**config.mk**
```make
export PLATFORM = sky130hd
export DESIGN_NAME = ifu_prefetch
export DESIGN_NICKNAME = d
export VERILOG_FILES = /design/src/rtl/ifu_pkg.sv /design/src/rtl/ifu_fifo.sv /design/src/rtl/ifu_prefetch.sv
export SDC_FILE = /design/constraint.sdc
export NUM_CORES = 1
export LEC_CHECK = 0
export ABC_CLOCK_PERIOD_IN_PS = 4400
export BUFFER_PORTS_ARGS = -buffer_cell sky130_fd_sc_hd__buf_2
export CORE_ASPECT_RATIO = 0.7
export CORE_MARGIN = 2
export CORE_UTILIZATION = 30
export DETAILED_ROUTE_END_ITERATION = 6
export PLACE_DENSITY = 0.47
export SLEW_MARGIN = 20
export SYNTH_ARGS = -nofsm -noshare
export SYNTH_HDL_FRONTEND = slang
export SYNTH_SLANG_ARGS = --single-unit
```
**constraint.sdc**
```tcl
create_clock -name hclk_i -period 4.4 [get_ports hclk_i]
set_input_delay 0.88 -clock hclk_i [delete_from_list [all_inputs] [get_ports hclk_i]]
set_output_delay 0.88 -clock hclk_i [all_outputs]
set_load 0.1 [all_outputs]
```
**src/rtl/ifu_pkg.sv**
```systemverilog
// Shared definitions for the instruction-fetch prefetch stage.
package ifu_pkg;

  // Fetch controller states
  typedef enum logic [1:0] {
    S_IDLE  = 2'd0,
    S_FETCH = 2'd1,
    S_DRAIN = 2'd2
  } ifu_state_e;

  localparam int unsigned IFU_ADDR_W   = 32;
  localparam int unsigned IFU_DATA_W   = 32;
  localparam logic [31:0] IFU_RESET_PC = 32'h0000_0000;

  // PC increment for one instruction word, in bytes
  function automatic int unsigned pc_step(input int unsigned data_w);
    return data_w / 8;
  endfunction

  localparam int unsigned PC_STEP = IFU_DATA_W / 8;

endpackage

```
**src/rtl/ifu_fifo.sv**
```systemverilog
// Synchronous prefetch FIFO: push/pop/flush with occupancy count.
// Push while full is accepted only together with a pop.
module ifu_fifo
  import ifu_pkg::*;
#(
  parameter int unsigned WIDTH = 64,
  parameter int unsigned DEPTH = 4,
  localparam int unsigned PW   = $clog2(DEPTH),
  localparam int unsigned CW   = $clog2(DEPTH + 1)
) (
  input  logic             hclk_i,
  input  logic             hresetn_i,
  input  logic             push,
  input  logic [WIDTH-1:0] wdata,
  input  logic             pop,
  input  logic             flush,
  output logic [WIDTH-1:0] rdata,
  output logic [CW-1:0]    count,
  output logic             full,
  output logic             empty
);

  logic [WIDTH-1:0] mem [DEPTH];
  logic [PW-1:0]    wr_ptr, rd_ptr;
  logic             do_push, do_pop;

  assign empty   = (count == '0);
  assign full    = (count == CW'(DEPTH));
  assign do_pop  = pop & ~empty;
  assign do_push = push & (~full | do_pop);
  assign rdata   = mem[rd_ptr];

  // Storage write; no reset needed since count gates visibility
  always_ff @(posedge hclk_i) begin
    if (do_push && !flush) mem[wr_ptr] <= wdata;
  end

  // Pointer and occupancy update; flush wins over push/pop
  always_ff @(posedge hclk_i) begin
    if (!hresetn_i || flush) begin
      wr_ptr <= '0;
      rd_ptr <= '0;
      count  <= '0;
    end else begin
      if (do_push) wr_ptr <= wr_ptr + PW'(1);
      if (do_pop)  rd_ptr <= rd_ptr + PW'(1);
      count <= count + CW'(do_push) - CW'(do_pop);
    end
  end

endmodule

```
**src/rtl/ifu_prefetch.sv**
```systemverilog
// Instruction-fetch prefetch stage ahead of the AHB-Lite master.
// Issues sequential word reads, buffers returns in a FIFO, and discards
// in-flight returns after a redirect.
// Optional: define IFU_BYPASS_EN for a 0-cycle path from rdata_i to decode
// when the FIFO is empty.
module ifu_prefetch
  import ifu_pkg::*;
#(
  parameter int unsigned           ADDR_WIDTH = IFU_ADDR_W,
  parameter int unsigned           DATA_WIDTH = IFU_DATA_W,
  parameter int unsigned           FIFO_DEPTH = 4,
  parameter int unsigned           MAX_OUTST  = 2,
  parameter logic [ADDR_WIDTH-1:0] RESET_PC   = ADDR_WIDTH'(IFU_RESET_PC)
) (
  input  logic                  hclk_i,
  input  logic                  hresetn_i,
  input  logic                  fetch_en_i,
  input  logic                  redirect_i,
  input  logic [ADDR_WIDTH-1:0] redirect_pc_i,
  output logic                  req_o,
  input  logic                  ready_i,
  output logic                  wr_o,
  output logic [ADDR_WIDTH-1:0] addr_o,
  output logic [DATA_WIDTH-1:0] wdata_o,
  input  logic [DATA_WIDTH-1:0] rdata_i,
  input  logic                  rvalid_i,
  output logic                  instr_valid_o,
  output logic [DATA_WIDTH-1:0] instr_o,
  output logic [ADDR_WIDTH-1:0] instr_pc_o,
  input  logic                  instr_ready_i
);

  localparam int unsigned OW = $clog2(MAX_OUTST + 1);
  localparam int unsigned CW = $clog2(FIFO_DEPTH + 1);
  localparam int unsigned EW = ADDR_WIDTH + DATA_WIDTH;
  localparam logic [ADDR_WIDTH-1:0] STEP = ADDR_WIDTH'(pc_step(DATA_WIDTH));

  ifu_state_e            state;
  logic [ADDR_WIDTH-1:0] fetch_pc, resp_pc;
  logic [OW-1:0]         outst_cnt, discard_cnt, pending;
  logic [CW-1:0]         fifo_cnt;
  logic                  fifo_full, fifo_empty, fifo_push, fifo_pop;
  logic [EW-1:0]         fifo_rdata;
  logic [31:0]           credit_sum;
  logic                  accept, rsp_keep, byp_valid, byp_take;

  assign wr_o    = 1'b0;
  assign wdata_o = '0;
  assign addr_o  = fetch_pc;

  // Reads in flight, less any returning this cycle: what a redirect must discard
  assign pending    = outst_cnt - OW'(rvalid_i);
  // Reserve a FIFO slot for every outstanding read so returns never overflow
  assign credit_sum = 32'(fifo_cnt) + 32'(outst_cnt);

  assign req_o = (state == S_FETCH) & fetch_en_i & ~redirect_i
               & (outst_cnt < OW'(MAX_OUTST))
               & (credit_sum < 32'(FIFO_DEPTH)) & ~fifo_full;
  assign accept = req_o & ready_i;

  // A return is kept only when nothing is pending discard and no redirect kills it
  assign rsp_keep = rvalid_i & (discard_cnt == '0) & ~redirect_i;

`ifdef IFU_BYPASS_EN
  assign byp_valid = fifo_empty & rsp_keep;
`else
  assign byp_valid = 1'b0;
`endif
  assign byp_take  = byp_valid & instr_ready_i;
  assign fifo_push = rsp_keep & ~byp_take;
  assign fifo_pop  = instr_ready_i;

  ifu_fifo #(
    .WIDTH (EW),
    .DEPTH (FIFO_DEPTH)
  ) u_fifo (
    .hclk_i    (hclk_i),
    .hresetn_i (hresetn_i),
    .push      (fifo_push),
    .wdata     ({resp_pc, rdata_i}),
    .pop       (fifo_pop),
    .flush     (redirect_i),
    .rdata     (fifo_rdata),
    .count     (fifo_cnt),
    .full      (fifo_full),
    .empty     (fifo_empty)
  );

  // Decode view: FIFO head first, bypass only when the FIFO is empty
  always_comb begin
    instr_valid_o = ~fifo_empty | byp_valid;
    instr_o       = '0;
    instr_pc_o    = RESET_PC;
    if (!fifo_empty) begin
      instr_o    = fifo_rdata[DATA_WIDTH-1:0];
      instr_pc_o = fifo_rdata[EW-1:DATA_WIDTH];
    end else if (byp_valid) begin
      instr_o    = rdata_i;
      instr_pc_o = resp_pc;
    end
  end

  // PCs and read-tracking counters
  always_ff @(posedge hclk_i) begin
    if (!hresetn_i) begin
      fetch_pc    <= RESET_PC;
      resp_pc     <= RESET_PC;
      outst_cnt   <= '0;
      discard_cnt <= '0;
    end else begin
      outst_cnt <= outst_cnt + OW'(accept) - OW'(rvalid_i);
      if (redirect_i) begin
        fetch_pc    <= redirect_pc_i;
        resp_pc     <= redirect_pc_i;
        discard_cnt <= pending;
      end else begin
        if (accept) fetch_pc <= fetch_pc + STEP;
        if (rvalid_i && discard_cnt != '0) discard_cnt <= discard_cnt - OW'(1);
        else if (rvalid_i)                 resp_pc     <= resp_pc + STEP;
      end
    end
  end

  // Fetch controller
  always_ff @(posedge hclk_i) begin
    if (!hresetn_i) begin
      state <= S_IDLE;
    end else if (redirect_i && pending != '0) begin
      state <= S_DRAIN;
    end else begin
      case (state)
        S_IDLE:  if (fetch_en_i) state <= S_FETCH;
        S_FETCH: if (!fetch_en_i && outst_cnt == '0) state <= S_IDLE;
        S_DRAIN: if (discard_cnt == '0 || redirect_i)
                   state <= fetch_en_i ? S_FETCH : S_IDLE;
        default: state <= S_IDLE;
      endcase
    end
  end

endmodule

```
==> results.yml, run 1 <==
synthesis:
  synth_top_flop_cell: "edfxtp_1"
  ys_top_cells_by_area: "edfxtp_1 54%, dfxtp_1 11%, mux4_2 10%, and2_1 3.3%, a21oi_1 1.8%"
  synth_top_area_share_pct: 54.3
  yosys.cell_types.count: 56
  yosysWarnings: 0
  ys_seq_elements: 335
  ys_top_cells_by_count: "256 x edfxtp_1, 79 x dfxtp_1, 74 x and2_1, 64 x mux4_2, 52 x a21oi_1"
  synth_cells: 965
  post-synth-top-count-cell: "edfxtp_1"
  synth_edf_count: 256
  synth_async_sr_flop_share_pct: 0
  synth.avg_cell_area_sq_um: 14.7
  synth_area_sq_um: 14200
  synth.largest_area_cell: "edfxtp_1"
  yosysSeqAreaShare_pct: 65.5
cts:
  ctsHoldBuffers: 0
  ctsResizeCount: 0
  cts-root-buf: "clkbuf_16"
  clk_pin_slew_ps: 60
  cts_setup_buffers: 0
  cts_tree: "yes"
  cts_buffer_depth: 3
  clk_latency_ps: 530
  htree_levels: 2
  cts-buffers-inserted: 36
  cts.sinks: 335
power:
  powerDensity_nw_per_um2: 457
  peakVddDrop_uv: 231
  total_power_mw: 7.67
  p_leak_nw: 5.86
global_route:
  grt_max_degree: 65
  grt_pass1_vias: 8694
  grt_use_total_pct: 14.5
  antenna_found_initial: 1
  grt_pass1_wl_microns: 54100
  grt_overflow_total: 0
place:
  port_buffers: 168
  hpwl_microns: 23500
  dp_cells: 1712
  place_ws_ps: 1360
  gp_congestion: 0.784
critical_path:
  crit_type: "flip-flop to output pin"
  end_kind: "output pin"
  cp_max_fo: 26
  required_ps: 3520
  cp.arrival_ps: 2630
  worstSetupStartpointType: "flip-flop"
layout:
  fin_cells: 1778
  fill_cells: 4485
  nets: 1223
  diodes: 0
  drive_gt1_share_pct: 27.7
  syn2layout_area_growth_pct: 18.6
status:
  outcome: "complete, no violations"
drt:
  dr_total_vias: 8570
  wl_per_cell_microns: 20.0
  via_per_inst: 4.82
  dr.pass1.iters: 5
  wirelength_microns: 35600
  drt-initial-drc-count: 539
  ant_nets: 0
  drc_errors: 0
run:
  max_cap_viol_count: 0
timing:
  post-route-period-util_pct: 79.7
  hold_violations: 0
  relSlewSlack_pct: 42.0
  setup_viol: 0
  hold_ws_ps: 455
  fin_tns_setup_ps: 0
  tightest_slew_ps: 869
  clock.fmax_ghz: 0.285
  rsz0062_at_grt: "no"
  skew_ps: 17.0
  slew_viol_final: 0
  setup_ws_ps: 891
  fin_crit_ps: 3510
die:
  dieWidth_microns: 264
  dieHeight_microns: 186
  core_sq_um: 46500
  rows: 66
  die_area_sq_um: 49000
  start_util_pct: 30.4
  io_pins: 202
min_path:
  hold_class: "flip-flop to flip-flop"
## final cells by class
cell class	instances	area [sq um]	share of cell area, %
Multi-Input combinational cell	562	4490	26.7
Timing Repair Buffer	186	1040	6.19
Clock buffer	41	920	5.48
Sequential cell	335	9280	55.3
Clock inverter	25	231	1.38
Tap cell	612	766	4.56
Inverter	17	63.8	0.380
## layout by cell type (no fill, tap or decap), types with 4 or more instances in the layout
cell and instances:
and2_1 70, a211oi_1 4, dfxtp_1 77, or4_1 5
nand2_1 41, mux4_2 64, clkbuf_1 5, nand3_1 35
and2_4 4, o21ai_0 37, and4_1 9, nor3_1 13
buf_2 168, a21oi_1 52, clkinv_2 7, a31oi_1 11
and3_1 12, nor4_1 5, clkbuf_16 36, mux2i_1 4
nor2_1 35, or3_1 5, buf_4 13, inv_1 14
edfxtp_1 256, buf_12 5, clkinv_1 7, ha_1 13
xnor2_1 22, xor2_1 21, conb_1 33, nand4_1 27
## power breakdown
part	switching, mW	internal (mW)
Sequential	0.102	3.50
Combinational	0.882	0.218
Clock	1.28	1.70
Total	2.26	5.41
## cells by family (layout without fill, tap and decap cells)
group                    Yosys count  in the layout  synth area share, %
AO/OA/AOI/OAI                    124            124                 5.01
XOR/XNOR                          43             43                 2.66
adder cells (fa/ha/maj)           14             14                 1.29
AND/OR/NAND/NOR                  277            277                 11.1
other                              1             33               0.0265
multiplexers                      71             71                 10.7
flip-flops                       335            335                 65.5
buffers and inverters            100            269                 3.73
## worst paths after layout
check | slack [ps] | cells after the start | from | to
worst max-delay path | 890 | 4 | flip-flop | instr_o[18]
worst min register to register | 460 | 2 | addr_o[1] | addr_o[1]
worst max register to register | 1550 | 9 | u_fifo.count[2] | u_fifo.count[2]
worst min-delay path | 460 | 2 | addr_o[1] | addr_o[1]
## layer usage
| layer | vias to the layer above | global-route usage (%) | share of wire [%] |
|---|---|---|---|
| li1 | 3994 | - | - |
| met1 | 4293 | 21.2 | 49 |
| met2 | 238 | 21.7 | 44 |
| met3 | 43 | 3.48 | 6.3 |
| met4 | 2 | 2.90 | 1.4 |
| met5 | - | 0 | 0.031 |
## metrics by stage
| step | utilization, % | instance area, sq um |
|---|---|---|
| final | 36.1 | 16800 |
| after global routing | 36.1 | 16800 |
| after CTS | 36.1 | 16800 |
| after detailed placement | 33.6 | 15600 |
| after global placement | 33.6 | 15600 |
| after floorplan | - | 14300 |
## worst max-delay path: stages, from the launching register on
cell     delay [ps]
dfxtp_4         700
buf_12          300
mux4_2          580
and2_1          190
buf_2           290
## sequential cells by signal, summed over array words and instances (netlist names), named ones only
| register | flops |
|---|---|
| u_fifo.mem | 256 |
| state | 2 |
| outst_cnt | 2 |
| addr_o | 32 |
| resp_pc | 32 |
| u_fifo.rd_ptr | 2 |
| u_fifo.count | 3 |
| discard_cnt | 2 |
| u_fifo.wr_ptr | 2 |
(Power assumes the default switching activity.)
==> run 2: changes to the inputs <==
--- a/config.mk
+++ b/config.mk
@@ -5,7 +5,7 @@
 export SDC_FILE = /design/constraint.sdc
 export NUM_CORES = 1
 export LEC_CHECK = 0
-export ABC_CLOCK_PERIOD_IN_PS = 4400
+export ABC_CLOCK_PERIOD_IN_PS = 3500
 export BUFFER_PORTS_ARGS = -buffer_cell sky130_fd_sc_hd__buf_2
 export CORE_ASPECT_RATIO = 0.7
 export CORE_MARGIN = 2
==> constraint.sdc (replaced) <==
create_clock -name hclk_i -period 3.5 [get_ports hclk_i]
set_input_delay 0.7 -clock hclk_i [delete_from_list [all_inputs] [get_ports hclk_i]]
set_output_delay 0.7 -clock hclk_i [all_outputs]
set_load 0.1 [all_outputs]
==> run 2 against run 1 <==
Via count up 0.90%; core utilization about the same; setup slack worse by 590 ps; clock skew up 16 ps; flip-flop and latch count unchanged; routed wire length down 1.0%; critical path depth unchanged; design area about the same; non-clock buffer count up 10.
==> results.yml, run 2 (same netlist as run 1, synthesis figures left out) <==
timing:
  relSlewSlack_pct: 38.5
  rsz0062_at_grt: "no"
  post-route-period-util_pct: 91.3
  fin_tns_setup_ps: 0
  clock.fmax_ghz: 0.313
  setup_viol: 0
  slew_viol_final: 0
  hold_violations: 0
  tightest_slew_ps: 920
  fin_crit_ps: 3200
  skew_ps: 32.6
drt:
  dr_total_vias: 8647
  drc_errors: 0
  wl_per_cell_microns: 19.8
  drt-initial-drc-count: 659
  via_per_inst: 4.85
  wirelength_microns: 35200
  dr.pass1.iters: 6
  ant_nets: 0
die:
  rows: 66
  core_sq_um: 46500
  dieWidth_microns: 264
  io_pins: 202
  die_area_sq_um: 49000
  start_util_pct: 30.4
  dieHeight_microns: 186
cts:
  cts-root-buf: "clkbuf_16"
  ctsResizeCount: 0
  cts_buffer_depth: 3
  clk_latency_ps: 540
  ctsHoldBuffers: 0
  cts_tree: "yes"
  cts_setup_buffers: 0
  htree_levels: 2
  cts-buffers-inserted: 34
  clk_pin_slew_ps: 60
  cts.sinks: 335
critical_path:
  cp.arrival_ps: 2500
  crit_type: "flip-flop to output pin"
  cp_max_fo: 46
  worstSetupStartpointType: "flip-flop"
  end_kind: "output pin"
  required_ps: 2800
layout:
  largest_register_ffs: 256
  syn2layout_area_growth_pct: 18.6
  drive_gt1_share_pct: 27.9
  largest_register: "u_fifo.mem"
  mostFrequentLayoutCells: "256 x edfxtp_1, 168 x buf_2, 77 x dfxtp_1"
  final_core_util_pct: 36.1
  layout.cells.most_common: "edfxtp_1"
  diodes: 0
  nets: 1231
place:
  port_buffers: 168
  gp_congestion: 0.767
  hpwl_microns: 24000
status:
  outcome: "complete, no violations"
power:
  total_power_mw: 9.41
  p_leak_nw: 5.87
  peakVddDrop_uv: 253
  powerDensity_nw_per_um2: 561
global_route:
  grt_use_total_pct: 14.2
  grt_pass1_wl_microns: 52600
  antenna_found_initial: 0
  grt_max_degree: 47
  grt_overflow_total: 0
  grt_pass1_vias: 8420
run:
  max_cap_viol_count: 0
min_path:
  hold_class: "input pin to flip-flop"
run 2: per-stage QoR:
stage	instances	hold slack (ps)	worst slack, ps	area (sq um)
2_1_floorplan	997	460	149	14300
3_3_place_gp	1722	481	750	15700
3_5_place_dp	1722	497	722	15700
4_1_cts	1783	359	226	16800
5_1_grt	1783	375	77.2	16800
6_report	1783	393	304	16800
run 2: critical path: stages, from the launching register on:
cell and delay, ps:
dfxtp_1 490, or3_2 420, buf_4 410, and2_1 190, buf_2 420
run 2: power by group:
part	total, mW	leakage (nW)	internal (mW)	switching, mW
logic	1.39	2.37	0.278	1.11
registers	4.52	2.99	4.39	0.128
clock network	3.50	0.508	1.95	1.55
run 2: layout make-up:
type                    count  area, sq um
clock buffers              44          920
clock inverters            17          134
fillers                  4525        29700
inverters                  17         63.8
multi-input cells         562         4490
flip-flops and latches    335         9280
well taps                 612          766
repair buffers            196         1140
run 2: routing by layer:
layer | wire length (microns) | global-route usage [%] | vias to the layer above | part of all wire [%]
met3 | 2040 | 3.06 | 48 | 5.8
met2 | 15300 | 21.2 | 237 | 43
met1 | 17400 | 20.9 | 4363 | 49
met4 | 504 | 3.18 | 0 | 1.4
li1 | - | - | 3999 | -
met5 | 0 | 0 | - | 0
run 2: final timing paths:
kind / depth (start not counted) / slack (ps) / endpoint / start
worst max register to register: 9 / 860 / u_fifo.count[2] / u_fifo.count[2]
worst max-delay path: 4 / 300 / instr_o[22] / u_fifo.count[1]
worst min-delay path: 1 / 390 / u_fifo.mem[2][8] / rdata_i[8]
worst min register to register: 2 / 490 / addr_o[1] / addr_o[1]
